**config.mk**
```make
export PLATFORM = sky130hd
export DESIGN_NAME = dcache_req_queue
export DESIGN_NICKNAME = d
export VERILOG_FILES = /design/src/rtl/drac_pkg.sv /design/src/rtl/dcache_req_queue.sv
export SDC_FILE = /design/constraint.sdc
export NUM_CORES = 1
export LEC_CHECK = 0
export BUFFER_PORTS_ARGS = -buffer_cell sky130_fd_sc_hd__buf_2
export CAP_MARGIN = 20
export CORE_ASPECT_RATIO = 1.1
export CORE_UTILIZATION = 48
export DETAILED_ROUTE_END_ITERATION = 7
export PLACE_DENSITY_LB_ADDON = 0.25
export SYNTH_ARGS = -nofsm -noshare
export SYNTH_HDL_FRONTEND = slang
export SYNTH_SLANG_ARGS = --single-unit
export TNS_END_PERCENT = 1
```
**constraint.sdc**
```tcl
create_clock -name clk_i -period 4.6 [get_ports clk_i]
set_input_delay 0.23 -clock clk_i [delete_from_list [all_inputs] [get_ports clk_i]]
set_output_delay 0.23 -clock clk_i [all_outputs]
set_load 0.01 [all_outputs]
```
**src/rtl/drac_pkg.sv**
```systemverilog
// drac_pkg: shared request/response types and dcache request queue sizing
package drac_pkg;
  localparam int DCACHE_REQ_QUEUE_DEPTH = 4;
  localparam int DCACHE_MAX_INFLIGHT    = 16;
  typedef enum logic [2:0] {MEM_LD, MEM_SD, MEM_AMO, MEM_LR, MEM_SC} mem_op_t;
  typedef struct packed {
    logic        valid;
    logic        kill;
    mem_op_t     mem_op;
    logic [2:0]  mem_size;
    logic [4:0]  rd;
    logic [39:0] addr;
    logic [63:0] data;
  } req_cpu_dcache_t;
  typedef struct packed {
    logic        valid;
    logic        ready;
    logic        ordered;
    logic [4:0]  rd;
    logic [63:0] data;
  } resp_dcache_cpu_t;
endpackage

```
**src/rtl/dcache_req_queue.sv**
```systemverilog
// dcache_req_queue: in-order request FIFO between mem_unit and dcache_interface with in-flight tracking
module dcache_req_queue
  import drac_pkg::*;
#(
  parameter int DEPTH        = DCACHE_REQ_QUEUE_DEPTH,
  parameter int MAX_INFLIGHT = DCACHE_MAX_INFLIGHT
) (
  input  logic                     clk_i,
  input  logic                     rstn_i,
  input  logic                     flush_i,
  input  req_cpu_dcache_t          req_i,
  output logic                     req_ready_o,
  output req_cpu_dcache_t          req_o,
  input  resp_dcache_cpu_t         resp_i,
  output logic [$clog2(DEPTH):0]   count_o,
  output logic [7:0]               inflight_o,
  output logic                     drained_o
);
  localparam int PW = $clog2(DEPTH);
  req_cpu_dcache_t mem [DEPTH];
  logic [PW-1:0] wr_ptr, rd_ptr;
  logic push, pop, present;
  logic unused;
  assign unused      = ^{resp_i.rd, resp_i.data};
  assign req_ready_o = count_o != (PW+1)'(DEPTH);
  assign push        = req_i.valid & req_ready_o & ~flush_i;
  assign present     = (count_o != '0) & (inflight_o != 8'(MAX_INFLIGHT)) & ~flush_i;
  assign pop         = present & resp_i.ready;
  assign drained_o   = (count_o == '0) & (inflight_o == '0) & resp_i.ordered;
  always_comb begin
    req_o       = mem[rd_ptr];
    req_o.valid = present;
  end
  // storage is reset so an empty queue never presents X payload
  always_ff @(posedge clk_i, negedge rstn_i)
    if (!rstn_i) begin
      for (int i = 0; i < DEPTH; i++) mem[i] <= '0;
    end else if (push) begin
      mem[wr_ptr] <= req_i;
    end
  always_ff @(posedge clk_i, negedge rstn_i)
    if (!rstn_i) begin
      wr_ptr  <= '0;
      rd_ptr  <= '0;
      count_o <= '0;
    end else if (flush_i) begin
      wr_ptr  <= '0;
      rd_ptr  <= '0;
      count_o <= '0;
    end else begin
      wr_ptr  <= push ? wr_ptr + 1'b1 : wr_ptr;
      rd_ptr  <= pop ? rd_ptr + 1'b1 : rd_ptr;
      count_o <= count_o + (PW+1)'(push) - (PW+1)'(pop);
    end
  // flush leaves issued requests counted: their responses still come back
  always_ff @(posedge clk_i, negedge rstn_i)
    if (!rstn_i) inflight_o <= '0;
    else if (pop & ~resp_i.valid) inflight_o <= inflight_o + 8'd1;
    else if (~pop & resp_i.valid & (inflight_o != '0)) inflight_o <= inflight_o - 8'd1;
  a_push_full: assert property (@(posedge clk_i) disable iff (!rstn_i)
    !(push && count_o == (PW+1)'(DEPTH)));
  a_pop_empty: assert property (@(posedge clk_i) disable iff (!rstn_i)
    !(pop && count_o == '0));
  a_resp_idle: assert property (@(posedge clk_i) disable iff (!rstn_i)
    !(resp_i.valid && inflight_o == '0));
  a_req_stable: assert property (@(posedge clk_i) disable iff (!rstn_i)
    (req_o.valid && !resp_i.ready) |=> (flush_i || (req_o.valid && $stable(req_o))));
endmodule
```
[Word-level counts from Yosys, hierarchy flattened]
Cells that the tools add are included.
Word-level totals
  register bits: 483
  input port bits: 192
  logic and storage cells: 79
Operators by class
  add/sub/neg operators: 6
  magnitude comparators: 3
  equal/unequal tests: 2
  mux-type cells: 13
  bitwise logic cells: 15
  reductions and logical operators: 8
Operators by type and width (count)
  bitwise mux 468 bit: 1
  binary-select mux 117 bit (select 2 bit): 1
  demux 117 bit (select 2 bit): 1
  2-to-1 mux 116 bit: 2
  2-to-1 mux 117 bit: 1
  2-to-1 mux 8 bit: 2
  AND 1 bit: 10
  adder 8 x 1 -> 8 bit (second input constant): 1
  zero test 8 bit: 1
  2-to-1 mux 2 bit: 4
  inequality test 8 x 5 -> 1 bit (second input constant): 1
  nonzero test 8 bit: 1
  subtractor 8 x 1 -> 8 bit (second input constant): 1
  greater-or-equal comparator 3 bit (second input constant): 2
  inverter 2 -> 3 bit: 2
  nonzero test 2 bit: 3
  adder 2 x 1 -> 2 bit (second input constant): 2
  adder 3 x 1 -> 3 bit: 1
  zero test 3 bit: 1
  less-than comparator 3 x 1 -> 1 bit (second input constant): 1
  2-to-1 mux 3 bit: 1
  inequality test 3 bit (second input constant): 1
  inverter 1 bit: 3
  nonzero test 3 bit: 1
  2 further kinds: 2

[Logic depth before layout (Yosys ltp)]
Gate-level depths: netlist of the first run.
  depth after elaboration: 9
  gate-level depth with buffers: 12
  gate-level depth less buffers: 12

[Worst setup path before layout of the first run]
No wires, ideal clock.
  path type: register to register
  start: register inflight_o[3]
  end: register inflight_o[5]
  library setup time: 125 ps
  arrival: 2681 ps
  path slack: 1794 ps
  cell stages (with the launch flop): 11
  cell sequence: dfrtp_1 > or4_4 > nor4_4 > a211oi_2 > inv_1 > ha_1 > a21o_1 > a21oi_1 > o21ai_0 > xor2_1 > mux2_4
Between the ends
  word-level cells in the longest chain between the ends: 8
  elaborated cells between the ends (all ways): 14
RTL lines
  start, declared: RTL line dcache_req_queue.sv:16  | output logic [7:0] inflight_o,
  start signal, assigned: RTL line dcache_req_queue.sv:58  | else if (pop & ~resp_i.valid) inflight_o <= inflight_o + 8'd1;
  start signal, assigned: RTL line dcache_req_queue.sv:59  | else if (~pop & resp_i.valid & (inflight_o != '0)) inflight_o <= inflight_o - 8'd1;
  inequality test 8 x 5 -> 1 bit: RTL line dcache_req_queue.sv:27  | assign present = (count_o != '0) & (inflight_o != 8'(MAX_INFLIGHT)) & ~flush_i;
  AND 1 bit (2 in a row): RTL line dcache_req_queue.sv:27
  AND 1 bit: RTL line dcache_req_queue.sv:28  | assign pop = present & resp_i.ready;
  inverter 1 bit: RTL line dcache_req_queue.sv:59
  AND 1 bit (2 in a row): RTL line dcache_req_queue.sv:59
  nonzero test 2 bit (no line)
Several ways; a longest one is shown, not always the timed one. The select of a mux whose other input is x is not followed.
A chain may end at the register's enable or synchronous reset.

[Worst setup path in the final report of the first run]
Ends and elaborated chain as after synthesis.

==> results of run 1 <==
[sequential cells by signal, indices dropped and copies added (netlist names)]
register	count
rd_ptr	2
mem	464
count_o	3
inflight_o	8
wr_ptr	2
[cells in the final DEF (no fill, tap or decap), drive strengths merged, types with 3 or more instances in the layout]
cell type | netlist | final
dlygate4sd3 | 0 | 120
ha | 12 | 12
mux4 | 116 | 116
a21oi | 8 | 8
clkinv | 0 | 5
nor2 | 6 | 6
nand2 | 10 | 10
mux2 | 469 | 469
inv | 7 | 7
dfrtp | 479 | 479
xnor2 | 8 | 8
clkbuf | 13 | 78
buf | 64 | 271
xor2 | 3 | 3
[cells by family (layout without fill, tap and decap cells)]
group	count (synthesis)	count (layout)	share of synthesized area
compound gates	17	17	0.00526
mux	587	587	0.379
xor+xnor	11	11	0.00460
flops	479	479	0.573
simple gates	29	29	0.00807
fa+ha+maj	14	14	0.00909
buf+inv	84	482	0.0212
[worst max-delay path: cells and delay by family (launching register included)]
family                     cells  cell delay [ns]
AOI/OAI and AO/OA              4             0.78
xor gates and xnor gates       1             0.16
adders and majority gates      1             0.29
buffers and inverters          1             0.24
DFF                            1             0.42
muxes                          1             0.26
and+or+nand+nor                2             0.84
[synth_stat cells (6+ instances only)]
cell      number  area (um^2)
nor2_1         6         22.5
mux2_2       464         5230
dfrtp_1      479        12000
xnor2_1        8         70.1
mux4_2       116         2610
nand2_1       10         37.5
clkbuf_1      13         48.8
buf_2         39          195
buf_4         17          128
buf_1          6         22.5
ha_1          12          150
inv_1          7         26.3
a21oi_1        8         40.0
[metrics by stage]
step	hold slack, ns	power, mW	util	instance area (um^2)
finish	0.0630	16.0	0.601	25600
global route	0.0796	16.9	0.601	25600
CTS	0.0265	16.2	0.601	25600
detailed placement	0.409	12.2	0.535	22800
global placement	0.395	11.9	0.535	22800
floorplan	-0.0656	10.4	-	20900
[metal layers]
layer,wire length (um),vias to the layer above,global-route usage
met5,8,-,0
met4,983,2,0.0591
met3,2280,73,0.0496
met2,21400,229,0.338
met1,19100,6230,0.274
li1,-,5293,-
[cell type report]
type	count	share of cell area
clock inverter	6	0.00142
sequential	479	0.469
clock buffer	78	0.0606
timing repair buffer	391	0.107
tap	567	0.0277
multi-input combinational	658	0.333
inverter	7	0.00103
[power by group through the flow]
stage                     sequential [mW]  combinational (mW)  clock [mW]
after floorplan                      6.71                3.70           0
after global placement               6.94                4.96           0
after detailed placement             7.06                5.10           0
after CTS                            6.99                5.21        4.00
after global routing                 7.23                5.55        4.17
final                                6.98                5.12        3.88
[how the worst max path moves through the flow]
stage                     cells past startpoint  slack [ns]            end
after floorplan                              10        1.79  inflight_o[5]
after global placement                       10        1.55  inflight_o[5]
after detailed placement                     10        1.53  inflight_o[5]
after CTS                                     3        1.49      req_o[10]
after global routing                         10        1.32  inflight_o[5]
final                                        10        1.48  inflight_o[5]
[repair_timing]
item	4_1_cts	5_1_grt
hold endpoints to repair	589	0
hold buffers	120	0
setup endpoints to repair	0	0
==> flow_metrics.tcl, run 1 <==
set metrics [dict create \
    postSynth.topFlopCell "dfrtp_1" \
    insertion_delay_ns 0.58 \
    worst_setup_path_end_kind "flop" \
    worstPathCellList "or4_4 > nor4_4 > a211oi_2 > inv_1 > ha_1 > a21o_1 > a21oi_1 > o21ai_0 > xor2_1 > mux2_4" \
    tns_ns 0 \
    drt_pre_antenna_iters 4 \
    syn_inst 1221 \
    synth_seq_area_share 0.573 \
    clk_transition_reported_paths_ns 0.06 \
    critPathRequiredTime_ns 5.06 \
    floorplan.die.height_um 221 \
    fin_ws_ns 1.48 \
    design.core.area_mm2 0.0426 \
    netlist_area_mm2 0.0209 \
    cap_viol_max_count 0 \
    design.die.area_mm2 0.0444 \
    worst_hold_startpoint "resp_i[71]" \
    num_cts_buffers 50 \
    irDropWorstVdd_mv 0.376 \
    timing.critical_path.slowest_cell_delay_ns 0.58 \
    power_per_cell_area_mw_per_mm2 625 \
    worst_clock_skew_ns 0.00948 \
    drt_wl_total_mm 43.8 \
    initial_antenna_violation_count 1 \
    status "finished, final reports clean" \
    min_to "inflight_o[2]" \
    grt_start_max_net_pins 126 \
    die_width_um 201 \
    timing.rr.start "inflight_o[3]" \
    route.detailed.wl_per_inst_um 20.0 \
    timing.final.max_slew_violations 0 \
    cts.path.max_buffers 3 \
    number_of_nets_at_the_end_of_the_flow 1793 \
    number_of_core_rows 79 \
    finalNonFillerCells 2186 \
    timing.critical_path.from "inflight_o[3]" \
    multiInputGateArea_mm2 0.00853 \
    number_of_buffers_inserted_by_post_cts_setup_repair 0 \
    post_cts.resized_instances 0 \
    power.net_switching_mw 4.53 \
    first_pass_grt_wire_length_mm 72.6 \
    worst-endpoint-arrival_ns 3.58 \
    place.gp.congestion 0.731 \
    numClockSinks 479 \
    dp_cells 1982 \
    dp_hpwl_mm 26.7 \
    maxSlewHeadroom 0.319 \
    worst_setup_path_start_kind "flop" \
    crit_type "reg -> reg" \
    hold_class "in -> reg" \
    synthesis.yosys.warnings 0 \
    cts_tree "built" \
    number_of_i_o_port_buffers 252 \
    grt_pass1_vias 13100 \
    comb_power_share 0.320 \
    start_util 0.491 \
    synth_enable_flop_cells 0 \
    switching_share 0.284 \
    drc 0 \
    cts-htree-levels 2 \
    layout-drive-gt1-share 0.581 \
    routed_via_density 5.41 \
    timing.rr.end "inflight_o[5]" \
    finalHoldViolations 0 \
    fillers 3241 \
    pre_cts_slack_ns 1.53 \
    detail-route-antenna-nets 0 \
    maximum_net_fanout_on_the_critical_path 7 \
    worst-slew-pin-transition_ns 1.02 \
    p_int_mw 11.5 \
    syn-num-nets 1427 \
    worst_hold_path_cells 4 \
    cpMaxStageDelayCell "or4_4" \
    synth.lib_cells_used.distinct 37 \
    highest_attainable_clock_frequency_mhz 321 \
    worst_r2r_path_depth 10 \
    mean_instance_size_in_the_synthesized_netlist_um2 17.1 \
    antennaDiodeCount 0 \
    post-route-period-util 0.678 \
    p_r_area_growth_vs_syn_pct 22.3 \
    detailroute.via_count 11800 \
    finalSetupViolCount 0 \
    worst-r2r-setup-slack_ns 1.48 \
    clk_root_buffer_cell "clkbuf_16" \
    postSynth.asyncResetShare 1.00 \
    final.min_clock_period_ns 3.12 \
    tot_gr_track_use 0.206 \
    grt_overflow 0 \
    static-leakage-power_nw 11.7 \
    drt_first_iter_violations 400 \
    p_seq_frac 0.437 \
    power_frac_clock 0.243 \
    register_area_mm2 0.0120 \
    postSynthRegisterBits 479 \
    io_pins 322 \
    rsz0062_at_grt "no" \
]
Power figures use the tool's default switching activity.
==> run 2, diff against run 1 <==
clock period = 2.6 ns   (was 4.6 ns; I/O delays follow)
==> flow_metrics.tcl, run 2 (synthesis results as in run 1) <==
set metrics [dict create \
    status "finished, violations left" \
    violations_in_the_final_reports "negative setup slack" \
    critPathRequiredTime_ns 3.10 \
    design.die.area_mm2 0.0444 \
    timing.critical_path.slowest_cell_delay_ns 0.55 \
    timing.final.max_slew_violations 0 \
    worst_setup_path_end_kind "flop" \
    io_pins 322 \
    worstSetupPathDepth 12 \
    cts-htree-levels 2 \
    worst-slew-pin-transition_ns 0.619 \
    drt_pre_antenna_iters 6 \
    layout.cells.most_common_list "dfrtp_1 (476), mux2_2 (464), buf_2 (251), dlygate4sd3_1 (120), mux4_2 (116)" \
    clk_transition_reported_paths_ns 0.06 \
    maxSlewHeadroom 0.587 \
    drc 0 \
    p_r_area_growth_vs_syn_pct 25.1 \
    cts.path.max_buffers 3 \
    register_ranked_first_by_flip_flop_count "mem" \
    number_of_buffers_inserted_by_post_cts_setup_repair 0 \
    route.detailed.wl_per_inst_um 20.4 \
    numClockSinks 479 \
    delay_heaviest_family_cp "simple AND/OR/NAND/NOR gates" \
    insertion_delay_ns 0.58 \
    detail-route-antenna-nets 0 \
    design.core.area_mm2 0.0426 \
    grt_start_max_net_pins 67 \
    number_of_i_o_port_buffers 252 \
    timing.rr.start "inflight_o[3]" \
    drt_first_iter_violations 444 \
    irDropWorstVdd_mv 0.673 \
    mostFrequentLayoutCell "dfrtp_1" \
    worst_r2r_path_depth 12 \
    pre_cts_slack_ns -0.162 \
    cap_viol_max_count 0 \
    layout-drive-gt1-share 0.600 \
    clk_root_buffer_cell "clkbuf_16" \
    worst_hold_path_cells 5 \
    cpMaxStageDelayCell "or4_4" \
    detailroute.via_count 12200 \
    worst_hold_startpoint "resp_i[71]" \
    num_cts_buffers 49 \
    fin_util 0.614 \
    drt_wl_total_mm 45.7 \
    maximum_net_fanout_on_the_critical_path 5 \
    first_pass_grt_wire_length_mm 75.2 \
    post-route-period-util 1.05 \
    grt_overflow 0 \
    static-leakage-power_nw 12.0 \
    start_util 0.491 \
    initial_antenna_violation_count 1 \
    fin_ws_ns -0.127 \
    worst_clock_skew_ns 0.0122 \
    routed_via_density 5.45 \
    worst-endpoint-arrival_ns 3.23 \
    rsz0062_at_grt "yes" \
    worst_setup_path_start_kind "flop" \
    cp_common_cell "buf_4" \
    die_width_um 201 \
    worstPathBufferInverterCount 3 \
    biggestRegsByFlops "mem: 464 flops, inflight_o: 8 flops, count_o: 3 flops" \
    number_of_nets_at_the_end_of_the_flow 1841 \
    highest_attainable_clock_frequency_mhz 367 \
    finalSetupViolCount 5 \
    place.gp.congestion 0.768 \
    timing.critical_path.from "inflight_o[3]" \
    number_of_core_rows 79 \
    crit_type "reg -> reg" \
    dp_hpwl_mm 29.6 \
    finalHoldViolations 0 \
    cts_tree "built" \
    hold_class "in -> reg" \
    grt_pass1_vias 13600 \
    tot_gr_track_use 0.214 \
    largest_register_ffs 464 \
    final.min_clock_period_ns 2.73 \
    floorplan.die.height_um 221 \
    worstPathCellList "or4_4 > nor4_4 > buf_4 > a211oi_2 > inv_2 > buf_4 > ha_2 > a21oi_2 > o21a_1 > o31ai_2 > mux2i_1 > xnor2_1" \
    power_per_cell_area_mw_per_mm2 1100 \
]
[run 2: cell types whose count changed in the layout (fill, tap and decap cells not counted), moves of 2 or more]
cell | previous run | this run
buf_4 | 9 | 43
a21oi_2 | 0 | 5
a21oi_1 | 8 | 3
buf_12 | 10 | 24
clkbuf_16 | 53 | 51
[run 2: cell type report]
cell class / count / area, um^2
sequential: 479 / 12000
clock buffer: 77 / 1500
timing repair buffer: 440 / 3300
tap: 567 / 709
clock inverter: 7 / 67.6
multi-input combinational: 658 / 8570
antenna: 1 / 2.50
inverter: 7 / 26.3
fill: 3199 / 16400
[run 2: report_power, final]
part / switching (mW) / internal (mW)
combinational: 3.82 / 5.80
sequential: 1.58 / 10.7
clock: 2.80 / 4.04
total: 8.20 / 20.5
[run 2: layer usage]
metal / up-vias / wire (um) / track usage
met5: - / 0 / 0
met2: 249 / 22600 / 0.352
met3: 70 / 2140 / 0.0432
li1: 5400 / - / -
met1: 6462 / 19900 / 0.290
met4: 0 / 1010 / 0.0579
[run 2: worst min-delay path, stage by stage]
cell and delay, ns:
buf_2 0.10, a211oi_2 0.05, buf_4 0.13, nor3_1 0.17, a21oi_1 0.06
[run 2: timing repair]
item,CTS,global route
endpoints found under the setup margin,5,9
pin swaps,2,2
endpoints found under the hold margin,566,0
gates resized for setup,9,2
hold buffers,120,0
[run 2: path summary, 6_finish.rpt]
path / slack, ns / endpoint
min in group asynchronous: 0.13 / mem[403]
max in group asynchronous: 1.56 / mem[262]
worst max register to register: -0.13 / inflight_o[7]
worst min-delay path: 0.12 / inflight_o[2]
worst max-delay path: -0.13 / inflight_o[7]
worst min register to register: 0.50 / mem[160]
[run 2: metrics by stage]
stage	hold slack (ns)	instances	power (mW)	instance area, um^2	setup TNS (ns)
floorplan	-0.166	1221	18.4	20900	-0.338
global placement	0.148	2031	21.4	23400	-0.183
detailed placement	0.149	2031	21.9	23400	-0.424
CTS	0.0866	2235	29.1	26200	-0.439
global route	0.125	2236	30.4	26200	-1.12
finish	0.115	2236	28.7	26200	-0.373
==> run 3, diff against run 2 <==
SKIP_LAST_GASP = 1   (was unset)
SLEW_MARGIN = 20   (was unset)
==> flow_metrics.tcl, run 3 (synthesis results as in run 1) <==
set metrics [dict create \
    cp_common_cell "buf_4" \
    final.min_clock_period_ns 2.73 \
    cap_viol_max_count 0 \
    finalSetupViolCount 5 \
    dp_hpwl_mm 29.6 \
    tot_gr_track_use 0.214 \
    fin_ws_ns -0.128 \
    cts.path.max_buffers 3 \
    worstPathBufferInverterCount 3 \
    start_util 0.491 \
    timing.final.max_slew_violations 0 \
    worstPathCellList "or4_4 > nor4_4 > buf_4 > a211oi_2 > inv_2 > buf_4 > ha_1 > a21oi_2 > o21a_1 > o31ai_2 > mux2i_1 > xnor2_1" \
    grt_overflow 0 \
    number_of_buffers_inserted_by_post_cts_setup_repair 0 \
    place.gp.congestion 0.768 \
    number_of_i_o_port_buffers 252 \
    layout.cells.most_common_list "dfrtp_1 (476), mux2_2 (464), buf_2 (251), dlygate4sd3_1 (120), mux4_2 (116)" \
    crit_type "reg -> reg" \
    largest_register_ffs 464 \
    cts-htree-levels 2 \
    drt_first_iter_violations 446 \
    numClockSinks 479 \
    p_r_area_growth_vs_syn_pct 25.0 \
    detail-route-antenna-nets 0 \
    design.core.area_mm2 0.0426 \
    maximum_net_fanout_on_the_critical_path 5 \
    num_cts_buffers 49 \
    tns_ns -0.471 \
    grt_start_max_net_pins 67 \
    detailroute.via_count 12200 \
    initial_antenna_violation_count 1 \
    irDropWorstVdd_mv 0.673 \
    maxSlewHeadroom 0.589 \
    worst_setup_path_end_kind "flop" \
    worst-slew-pin-transition_ns 0.616 \
    finalHoldViolations 0 \
    worst_clock_skew_ns 0.0120 \
    delay_heaviest_family_cp "simple AND/OR/NAND/NOR gates" \
    number_of_nets_at_the_end_of_the_flow 1841 \
    drt_pre_antenna_iters 4 \
    final_cell_area_mm2 0.0262 \
    route.detailed.wl_per_inst_um 20.4 \
    insertion_delay_ns 0.58 \
    drc 0 \
    violations_in_the_final_reports "negative setup slack" \
    hold_class "in -> reg" \
    dp_cells 2031 \
    critPathRequiredTime_ns 3.10 \
    register_ranked_first_by_flip_flop_count "mem" \
    clk_transition_reported_paths_ns 0.06 \
    drt_wl_total_mm 45.7 \
    io_pins 322 \
    highest_attainable_clock_frequency_mhz 367 \
    worst-endpoint-arrival_ns 3.23 \
    biggestRegsByFlops "mem: 464 flops, inflight_o: 8 flops, count_o: 3 flops" \
    design.die.area_mm2 0.0444 \
    routed_via_density 5.45 \
    mostFrequentLayoutCell "dfrtp_1" \
    power_per_cell_area_mw_per_mm2 1100 \
    placed_area_mm2 0.0234 \
    cts_tree "built" \
    floorplan.die.height_um 221 \
    rsz0062_at_grt "yes" \
    cpMaxStageDelayCell "or4_4" \
    timing.critical_path.slowest_cell_delay_ns 0.55 \
    first_pass_grt_wire_length_mm 75.2 \
    static-leakage-power_nw 12.0 \
    status "finished, violations left" \
    die_width_um 201 \
    clk_root_buffer_cell "clkbuf_16" \
    worst_setup_path_start_kind "flop" \
    post-route-period-util 1.05 \
    layout-drive-gt1-share 0.598 \
    finalNonFillerCells 2236 \
    grt_pass1_vias 13600 \
    number_of_core_rows 79 \
    fin_total_pwr_mw 28.7 \
]
[run 3: what timing repair did]
item	CTS	global route
gates resized for setup	7	0
hold endpoints to repair	566	0
hold buffers	120	0
endpoints found under the setup margin	5	9
pin swaps	2	0
[run 3: per-layer routing]
| layer | wire length, um | vias up | share of wire | GRT usage |
|---|---|---|---|---|
| met5 | 0 | - | 0 | 0 |
| li1 | - | 5406 | - | - |
| met4 | 1010 | 0 | 0.022 | 0.0579 |
| met2 | 22600 | 249 | 0.50 | 0.352 |
| met3 | 2110 | 70 | 0.046 | 0.0432 |
| met1 | 19900 | 6466 | 0.44 | 0.290 |
[run 3: path summary, 6_finish.rpt]
kind	start	to	slack, ns	depth (start not counted)
setup / recovery	inflight_o[3]	inflight_o[7]	-0.13	12
hold / removal	resp_i[71]	inflight_o[2]	0.12	5
setup reg to reg	inflight_o[3]	inflight_o[7]	-0.13	12
hold reg to reg	mem[148]	mem[148]	0.50	1
max in group asynchronous	rstn_i	mem[262]	1.56	4
min in group asynchronous	rstn_i	mem[403]	0.13	2
[run 3: cell type report]
| cell class | count | area, um^2 |
|---|---|---|
| inverter | 7 | 26.3 |
| antenna | 1 | 2.50 |
| tap | 567 | 709 |
| fill | 3197 | 16400 |
| multi-input combinational | 658 | 8550 |
| clock inverter | 7 | 67.6 |
| clock buffer | 77 | 1500 |
| sequential | 479 | 12000 |
| timing repair buffer | 440 | 3300 |
[run 3: report_power, final]
part	total (mW)	switching (mW)	internal, mW
clock network	6.83	2.79	4.04
registers	12.3	1.58	10.7
logic	9.59	3.81	5.78
total	28.7	8.18	20.5
[run 3: per-stage QoR]
| stage | worst slack, ns | hold slack, ns | utilization |
|---|---|---|---|
| 4_1_cts | -0.129 | 0.0866 | 0.614 |
| 6_report | -0.128 | 0.117 | 0.614 |
| 5_1_grt | -0.299 | 0.125 | 0.614 |
| 3_5_place_dp | -0.162 | 0.149 | 0.548 |
| 2_1_floorplan | -0.139 | -0.166 | - |
| 3_3_place_gp | -0.0679 | 0.148 | 0.548 |
[run 3: worst register-to-register path, cell delays in order (launching register included)]
cell and delay (ns):
dfrtp_1 0.38, or4_4 0.55, nor4_4 0.19, buf_4 0.17, a211oi_2 0.07, inv_2 0.12, buf_4 0.12, ha_1 0.27
a21oi_2 0.18, o21a_1 0.17, o31ai_2 0.08, mux2i_1 0.21, xnor2_1 0.14
